**config.mk**
```make
export PLATFORM = sky130hd
export DESIGN_NAME = ltssm_ts_tx_sched
export DESIGN_NICKNAME = d
export VERILOG_FILES = /design/src/rtl/ltssm_pkg.sv /design/src/rtl/ltssm_slot_timer.sv /design/src/rtl/ltssm_ts_tx_sched.sv
export SDC_FILE = /design/constraint.sdc
export NUM_CORES = 1
export LEC_CHECK = 0
export ABC_AREA = 1
export CORE_AREA = 2 2 263 265
export CTS_CLUSTER_SIZE = 24
export DETAILED_ROUTE_END_ITERATION = 10
export DIE_AREA = 0 0 265 267
export GPL_ROUTABILITY_DRIVEN = 0
export PLACE_DENSITY = 0.58
export SYNTH_ARGS = -nofsm -noshare
export SYNTH_HDL_FRONTEND = slang
export SYNTH_SLANG_ARGS = --single-unit
```
**constraint.sdc**
```tcl
create_clock -name clk -period 3.45 [get_ports clk]
set_input_delay 0.5175 -clock clk [delete_from_list [all_inputs] [get_ports clk]]
set_output_delay 0.5175 -clock clk [all_outputs]
set_load 0.1 [all_outputs]
```
**src/rtl/ltssm_pkg.sv**
```systemverilog
// ============================================================================
// Module  : ltssm_pkg
// Brief   : Shared constants, state type and slot-period helper for the
//           LTSSM ordered-set transmit scheduler.
// Revision: 1.0
// ============================================================================
`default_nettype none

package ltssm_pkg;

  localparam logic [2:0] GEN1 = 3'd0;
  localparam logic [2:0] GEN2 = 3'd1;
  localparam logic [2:0] GEN3 = 3'd2;
  localparam logic [2:0] GEN4 = 3'd3;
  localparam logic [2:0] GEN5 = 3'd4;

  localparam int LANE_NUM_LSB = 48;

  // COM followed by SKP symbols in every remaining position
  localparam logic [127:0] SKP_OS_WORD = {{15{8'h1C}}, 8'hBC};

  typedef enum logic [0:0] {
    ST_IDLE   = 1'b0,
    ST_ACTIVE = 1'b1
  } sched_state_t;

  // Clocks per OS slot; undefined rate codes fall back to the Gen1 pace
  function automatic logic [6:0] slot_period(input logic [2:0] rate);
    case (rate)
      GEN2:    return 7'd32;
      GEN3:    return 7'd16;
      GEN4:    return 7'd8;
      GEN5:    return 7'd4;
      default: return 7'd64;
    endcase
  endfunction

endpackage

`default_nettype wire

```
**src/rtl/ltssm_slot_timer.sv**
```systemverilog
// ============================================================================
// Module  : ltssm_slot_timer
// Brief   : Per-generation slot down-counter; strobes o_issue when the
//           count reaches zero and reloads from the rate sampled then.
// Revision: 1.0
// ============================================================================
`default_nettype none

module ltssm_slot_timer
  import ltssm_pkg::*;
(
  input  logic       clk,
  input  logic       rst,
  input  logic       i_load,
  input  logic       i_run,
  input  logic [2:0] i_rate,
  output logic       o_issue
);

  logic [5:0] r_slot_cnt;

  assign o_issue = i_run && (r_slot_cnt == 6'd0);

  // Reload happens on entry and on every issue cycle, so a rate change
  // only affects the slot after the one in progress.
  always_ff @(posedge clk or negedge rst) begin
    if (!rst) begin
      r_slot_cnt <= '0;
    end else if (i_load || o_issue) begin
      r_slot_cnt <= 6'(slot_period(i_rate) - 7'd1);
    end else if (i_run) begin
      r_slot_cnt <= r_slot_cnt - 6'd1;
    end
  end

endmodule

`default_nettype wire

```
**src/rtl/ltssm_ts_tx_sched.sv**
```systemverilog
// ============================================================================
// Module  : ltssm_ts_tx_sched
// Brief   : Paces TS1/TS2 and SKP ordered sets onto the lanes at the slot
//           rate; optional SKP insertion enabled by LTSSM_TS_SKP_EN.
// Revision: 1.0
// ============================================================================
`default_nettype none

module ltssm_ts_tx_sched
  import ltssm_pkg::*;
#(
  parameter int NUM_LANES    = 4,
  parameter int TS_W         = 128,
  parameter int SKP_INTERVAL = 74,
  parameter int CNT_W        = 16
) (
  input  logic                      clk,
  input  logic                      rst,
  input  logic                      sched_en,
  input  logic [2:0]                rate,
  input  logic [NUM_LANES-1:0]      lane_en,
  input  logic                      lane_num_ins,
  input  logic [TS_W-1:0]           req_ts,
  input  logic                      req_vld,
  output logic                      req_rdy,
  output logic [NUM_LANES*TS_W-1:0] lane_ts_o,
  output logic [NUM_LANES-1:0]      lane_ts_o_vld,
  output logic [CNT_W-1:0]          ts_sent_cnt,
  input  logic                      ts_cnt_clr,
  output logic                      skp_sent
);

  sched_state_t r_state;
  sched_state_t w_state_nxt;

  logic w_load;
  logic w_run;
  logic w_issue;
  logic w_skp_issue;
  logic w_accept;
  logic w_emit;

  logic [NUM_LANES-1:0] r_lane_vld;
  logic [CNT_W-1:0]     r_ts_cnt;
  logic                 r_skp_sent;

  always_ff @(posedge clk or negedge rst) begin
    if (!rst) begin
      r_state <= ST_IDLE;
    end else begin
      r_state <= w_state_nxt;
    end
  end

  always_comb begin
    w_state_nxt = r_state;
    w_load      = 1'b0;
    w_run       = 1'b0;
    case (r_state)
      ST_IDLE: begin
        if (sched_en) begin
          w_state_nxt = ST_ACTIVE;
          w_load      = 1'b1;
        end
      end
      ST_ACTIVE: begin
        if (sched_en) begin
          w_run = 1'b1;
        end else begin
          w_state_nxt = ST_IDLE;
        end
      end
      default: w_state_nxt = ST_IDLE;
    endcase
  end

  ltssm_slot_timer u_slot_timer (
    .clk     (clk),
    .rst     (rst),
    .i_load  (w_load),
    .i_run   (w_run),
    .i_rate  (rate),
    .o_issue (w_issue)
  );

`ifdef LTSSM_TS_SKP_EN
  localparam int SKP_W = (SKP_INTERVAL > 1) ? $clog2(SKP_INTERVAL) : 1;

  logic [SKP_W-1:0] r_skp_cnt;
  logic [SKP_W-1:0] w_skp_cnt_inc;
  logic             r_skp_pending;

  assign w_skp_cnt_inc = r_skp_cnt + SKP_W'(1);
  assign w_skp_issue   = w_issue & r_skp_pending;

  // Pending survives IDLE; a fresh request outranks clearing the old one
  always_ff @(posedge clk or negedge rst) begin
    if (!rst) begin
      r_skp_cnt     <= '0;
      r_skp_pending <= 1'b0;
    end else if (w_issue) begin
      if (w_skp_cnt_inc == SKP_W'(SKP_INTERVAL - 1)) begin
        r_skp_cnt     <= '0;
        r_skp_pending <= 1'b1;
      end else begin
        r_skp_cnt <= w_skp_cnt_inc;
        if (w_skp_issue) begin
          r_skp_pending <= 1'b0;
        end
      end
    end
  end
`else
  logic [31:0] w_unused_skp_interval;

  assign w_unused_skp_interval = 32'(SKP_INTERVAL);
  assign w_skp_issue           = 1'b0;
`endif

  assign w_accept = w_issue & ~w_skp_issue & req_vld;
  assign w_emit   = w_accept | w_skp_issue;
  assign req_rdy  = w_accept;

  always_ff @(posedge clk or negedge rst) begin
    if (!rst) begin
      r_lane_vld <= '0;
      r_skp_sent <= 1'b0;
    end else begin
      r_lane_vld <= w_emit ? lane_en : '0;
      r_skp_sent <= w_skp_issue;
    end
  end

  always_ff @(posedge clk or negedge rst) begin
    if (!rst) begin
      r_ts_cnt <= '0;
    end else if (ts_cnt_clr) begin
      r_ts_cnt <= '0;
    end else if (w_accept && (r_ts_cnt != '1)) begin
      r_ts_cnt <= r_ts_cnt + CNT_W'(1);
    end
  end

  for (genvar gi = 0; gi < NUM_LANES; gi++) begin : g_lane
    logic [TS_W-1:0] w_word;
    logic [TS_W-1:0] r_ts;

    always_comb begin
      w_word = req_ts;
      if (lane_num_ins) begin
        w_word[LANE_NUM_LSB +: 8] = 8'(gi);
      end
      if (w_skp_issue) begin
        w_word = TS_W'(SKP_OS_WORD);
      end
    end

    // Disabled lanes keep their previous word
    always_ff @(posedge clk or negedge rst) begin
      if (!rst) begin
        r_ts <= '0;
      end else if (w_emit && lane_en[gi]) begin
        r_ts <= w_word;
      end
    end

    assign lane_ts_o[gi*TS_W +: TS_W] = r_ts;
  end

  assign lane_ts_o_vld = r_lane_vld;
  assign ts_sent_cnt   = r_ts_cnt;
  assign skp_sent      = r_skp_sent;

endmodule

`default_nettype wire

```
# Yosys cells after proc, flatten, opt, wreduce, memory -nomap -nowiden
# Index checks and enable logic that the tools add are counted.
[word_totals] mem_bits_ro=0 output_inout_bits=534 ff_bits=539 ram_bits=0 mem_count=0 latchBits=0
[op_classes] bitwise=1 order_cmp=0 n_eq_ne=5 mul=0 add_sub_neg=3 n_mux=14 shifts=0 div_mod_pow=0 reduce_logical=10
[ops] cell="2-to-1 mux 16 bit" count=2
[ops] cell="2-to-1 mux 8 bit" count=4
[ops] cell="one-hot mux 6 bit (4 select lines)" count=1
[ops] cell="2-to-1 mux 6 bit" count=3
[ops] cell="adder 16 x 1 -> 16 bit, second input constant" count=1
[ops] cell="!= test 16 bit, second input constant" count=1
[ops] cell="subtractor 6 x 1 -> 6 bit, second input constant" count=2
[ops] cell="== test 3 x 2 -> 1 bit, second input constant" count=2
[ops] cell="logical AND 1 bit" count=6
[ops] cell="zero test 6 bit" count=1
[ops] cell="2-to-1 mux 4 bit" count=1
[ops] cell="nonzero test 2 bit" count=2
[ops] cell="== test 3 x 1 -> 1 bit, second input constant" count=1
[ops] cell="== test 3 bit, second input constant" count=1
[ops] cell="2-to-1 mux 1 bit" count=3
[ops] cell="bitwise AND 1 bit" count=1
[ops] cell="logical OR 1 bit" count=1

# Depth between registers and ports, before layout
[depth] depth_word=7 mapped_depth=12

# Hierarchy
# From an unflattened synthesis, not the netlist that was laid out.
[unflattened] hier_cells=2067 area_unflattened_um2=20155.6
[by_module_without_submodules] module="ltssm_ts_tx_sched" area_each_um2=19622.6 n_inst=1 seq_area_each_um2=13337.8 cells_per_inst=1995
[by_module_without_submodules] module="ltssm_slot_timer" area_each_um2=533.0 n_inst=1 seq_area_each_um2=150.1 cells_per_inst=72

# Least setup slack after synthesis
# No wires, ideal clock.
[synth_path] kind="register to register" from="register r_ts_cnt[0] (netlist: ts_sent_cnt[0])" to="register r_ts_cnt[0] (netlist: ts_sent_cnt[0])" t_arrival_ns=2.292 required_ns=3.329 synth_period_minus_slack_ns=2.414 stages_incl_launch_ff=11 setup_time_ns=0.121 slack_ns=1.036 cell_sequence="dfrtp_1 > ha_1 > nand2_1 > nor2_1 > nand2_1 > nor2_2 > nand3_1 > nand2_4 > buf_6 > xor2_1 > nor2_1"
[synth_between] elab_chain_cells=3
[synth_lines] item="start, declared" line="ltssm_ts_tx_sched.sv:44" rtl="logic [CNT_W-1:0] r_ts_cnt;"
[synth_lines] item="start signal, assigned" line="ltssm_ts_tx_sched.sv:140" rtl="r_ts_cnt <= r_ts_cnt + CNT_W'(1);"
[synth_lines] item="adder 16 x 1 -> 16 bit / != test 16 bit (equally long branches)" line="ltssm_ts_tx_sched.sv:140, ltssm_ts_tx_sched.sv:139"
[synth_lines] item="2-to-1 mux 16 bit / logical AND 1 bit (equally long branches)" line="ltssm_ts_tx_sched.sv:139" rtl="end else if (w_accept && (r_ts_cnt != '1)) begin"
[synth_lines] item="2-to-1 mux 16 bit / nonzero test 2 bit (equally long branches)"
# Parallel ways exist; a longest one is shown, timed or not. The select of a mux whose other input is x is not followed.
# A chain may end at the register's enable or synchronous reset.

# Worst setup path in the final report
[layout_path] from="register g_lane[1].r_ts[64]" to="output port lane_ts_o[192]"
[layout_lines] item="start, declared" line="ltssm_ts_tx_sched.sv:146" rtl="logic [TS_W-1:0] r_ts;"
[layout_lines] item="start signal, assigned" line="ltssm_ts_tx_sched.sv:163" rtl="r_ts <= w_word;"
[layout_lines] item="end, declared" line="ltssm_ts_tx_sched.sv:26" rtl="output logic [NUM_LANES*TS_W-1:0] lane_ts_o,"
# No word-level cell between the ends.

==> impl_results.md <==
* Worst R2R Setup Slack at 1190 ps
* CP top delay family: buffers and inverters
* CTS tree: built
* H-tree levels at 2
* CP max stage delay at roughly 1200 ps
* Status: finished, final reports clean
* Hold Path Class: reg2reg
* Worst Path Buf+Inv at 1
* R2R Path End: ts_sent_cnt[5]
* Pwr Density at between 900 and 1000 mW/mm²
* EDFF count, synth at 0
* Simple-gate area share of the yosys netlist at between 10% and 20%
* Die X at 265 µm
* Setup TNS at 0 ps
* Critical Path Stages at 1
* Worst Path Required at a little under 3000 ps
* Post-DP HPWL at between 50 and 60 mm
* Vias in the first global route at around 16k
* Final period util at around four fifths
* Critical path cell sequence: clkdlybuf4s50_1
* Slew @ Worst Pin at 1080 ps
* CP max stage cell: clkdlybuf4s50_1
* Antenna viol nets, final at 0
* Routed wire per std cell at 19.1 µm
* Slew headroom at between 20 and 30%
* DR DRC count at 0
* Synth Area in XOR/XNOR at less than 1%
* Placed insts at 3,493
* Minimum hold slack at around 480 ps
* Pins over their slew limit at 0
* Layout cells sized above 1 at approximately a tenth
* Vias at between 15k and 20k
* Most frequent cells in the layout: clkdlybuf4s50_1, nand2_1, dfrtp_1
* Skew-Pair Late Insertion Delay at 610 ps
* GRT Total Usage at a little under a fifth
* Finished Layout Cells at about 3.6k
* Final WS setup at 718 ps
* Seq cells post-synth at 539
* Drt pass-1 iters at 5
* Mux share of post-synthesis cell area at 0%
* Crit path from: g_lane[1].r_ts[64]
* Warnings from Yosys at 0
* WP data arrival at around 2200 ps
* Minimum clock period at 2730 ps
* Largest family of logic cells by synthesized area: compound AO/OA/AOI/OAI gates
* Max VDD drop at 0.561 mV
* Core area at 0.0680 mm²
* Register area share after synthesis at roughly 65%
* Die Footprint at about 0.07 mm²
* Pre-CTS WS at roughly 700 ps
* Main synth FF type: dfrtp_1
* Synth Area in Compound Gates at ~14%
* Worst Setup EP: lane_ts_o[192]
* Max FO, Critical Path at 2
* Startpoint Class: register
* Initial antenna violation count at 3
* Mapped Cells at approximately 2.0k
* Worst Path Class, Setup: reg2out
* Hold Fails Final Rpt at 0
* DR vias/cell at ~4.5
* Global-route wire length before repair at between 100 and 150 mm
* Ports at approximately 680
* Clk slew on worst S/H paths at roughly 60 ps
* # clock sinks at about 540
* Clk buf depth at 3
* Final clock skew at a little over 20 ps
* Die height at roughly 270 µm
* Syn nets at approximately 2.2k
* Mapped Area at roughly 0.021 mm²
* Detailed Route WL at 68.7 mm
* Initial core utilization at ~31%
* FMAX at about 370 MHz
* Post-synthesis adder-cell area fraction at less than 1%
* Distinct cells, synth at 35
* Synth-to-layout area growth at 44.0%
* # port buffers at ~670
* Gr ovfl total at 0
* Total CTS buffers at 58
* Crit end category: primary output
* Layout Utilization at 44.2%
* DRT iter0 DRCs at 1,233
* RSZ-0062 raised after global routing: no
* Post-synth ARST share at 100%
* Pin count of the biggest net entering global routing at between 100 and 150
* Total Nets Final at about 2.8k
* Clock root buffer: clkbuf_16
* Pleak at about 14 nW
* Worst r2r path cells at 11
* Syn Area/Cell at about 10 µm²
* Max-cap violations at 0
* # setup viols final at 0
* Reg2reg start: ts_sent_cnt[0]
* FP Rows at 96
* Most common cell after layout, fill and taps aside: clkdlybuf4s50_1
## per-layer routing
metal  part of all wire, %  wire [µm]  global-route usage (%)  vias up
met5                     0          0                       0        -
met1                    40      27200                    22.7     7874
met2                    49      33600                    31.6      586
li1                      -          -                       -     7808
met3                   7.4       5060                    5.26      125
met4                   4.2       2850                    8.05        0
## flip-flops by register name, indices dropped and copies added, names as in the netlist
register                 count
g_lane.r_ts                512
ts_sent_cnt                 16
u_slot_timer.r_slot_cnt      6
lane_ts_o_vld                4
r_state                      1
## logic make-up after synthesis
group                      Yosys count
AOI/OAI and AO/OA                  508
xor gates and xnor gates             5
adders and majority gates            2
buffers and inverters              277
DFF                                539
other                                1
and+or+nand+nor                    688
## cells in the mapped netlist, types with 2 or more instances
| cell | number | area [µm²] |
|---|---|---|
| o21ai_0 | 50 | 250 |
| buf_2 | 27 | 135 |
| nor2_1 | 32 | 120 |
| o21ai_1 | 344 | 1720 |
| clkbuf_1 | 6 | 22.5 |
| nand2_1 | 615 | 2310 |
| a31oi_1 | 5 | 31.3 |
| clkinv_1 | 3 | 11.3 |
| nand2_4 | 5 | 56.3 |
| ha_1 | 2 | 25.0 |
| nor3_1 | 5 | 25.0 |
| a21oi_1 | 5 | 25.0 |
| nand4_1 | 2 | 12.5 |
| dfrtp_1 | 539 | 13500 |
| inv_1 | 160 | 601 |
| o21ai_2 | 101 | 885 |
| buf_6 | 75 | 845 |
| nor4_1 | 2 | 12.5 |
| buf_4 | 4 | 30.0 |
| xor2_1 | 4 | 35.0 |
| o31ai_1 | 2 | 15.0 |
| nand3_1 | 19 | 95.1 |
## cell type report
cell class,count,area (µm²)
fill,6377,38000
multi-input combinational,1204,5740
inverter,164,616
sequential,539,13500
antenna,3,7.51
clock inverter,23,259
timing repair buffer,705,7090
clock buffer,83,1710
tap,882,1100
## worst min-delay path by stage
| stage | slack, ps | startpoint | cells after the start | end |
|---|---|---|---|---|
| floorplan | 220 | rst | 0 | g_lane[0].r_ts[0] |
| global placement | 460 | g_lane[1].r_ts[49] | 2 | g_lane[1].r_ts[49] |
| detailed placement | 460 | g_lane[1].r_ts[54] | 2 | g_lane[1].r_ts[54] |
| CTS | 480 | g_lane[1].r_ts[71] | 2 | g_lane[1].r_ts[71] |
| global route | 510 | g_lane[2].r_ts[13] | 2 | g_lane[2].r_ts[13] |
| finish | 480 | g_lane[1].r_ts[45] | 2 | g_lane[1].r_ts[45] |
## metrics by stage
stage | instance area, µm² | total power [mW]
floorplan | 20800 | 19.5
global placement | 28000 | 23.3
detailed placement | 28000 | 23.4
CTS | 30000 | 29.8
global route | 30000 | 30.6
finish | 30000 | 29.6
## tightest hold or removal path, stage by stage, from the launching register on
cell	delay [ps]
dfrtp_1	340
nand2_1	60
o21ai_2	50
## report_power, final
group          total [mW]  switching (mW)  leakage (nW)  internal (mW)
combinational        14.7            11.8          5.51           2.96
sequential           8.47           0.802          7.40           7.66
clock                6.36            2.56         0.971           3.80
## what timing repair did
item / in CTS / in global routing
endpoints found under the hold margin: 72 / 0
setup buffers: 0 / 0
hold buffers: 1 / 0
gates resized for setup: 0 / 0
No activity file was read; power rests on OpenSTA's default activity.
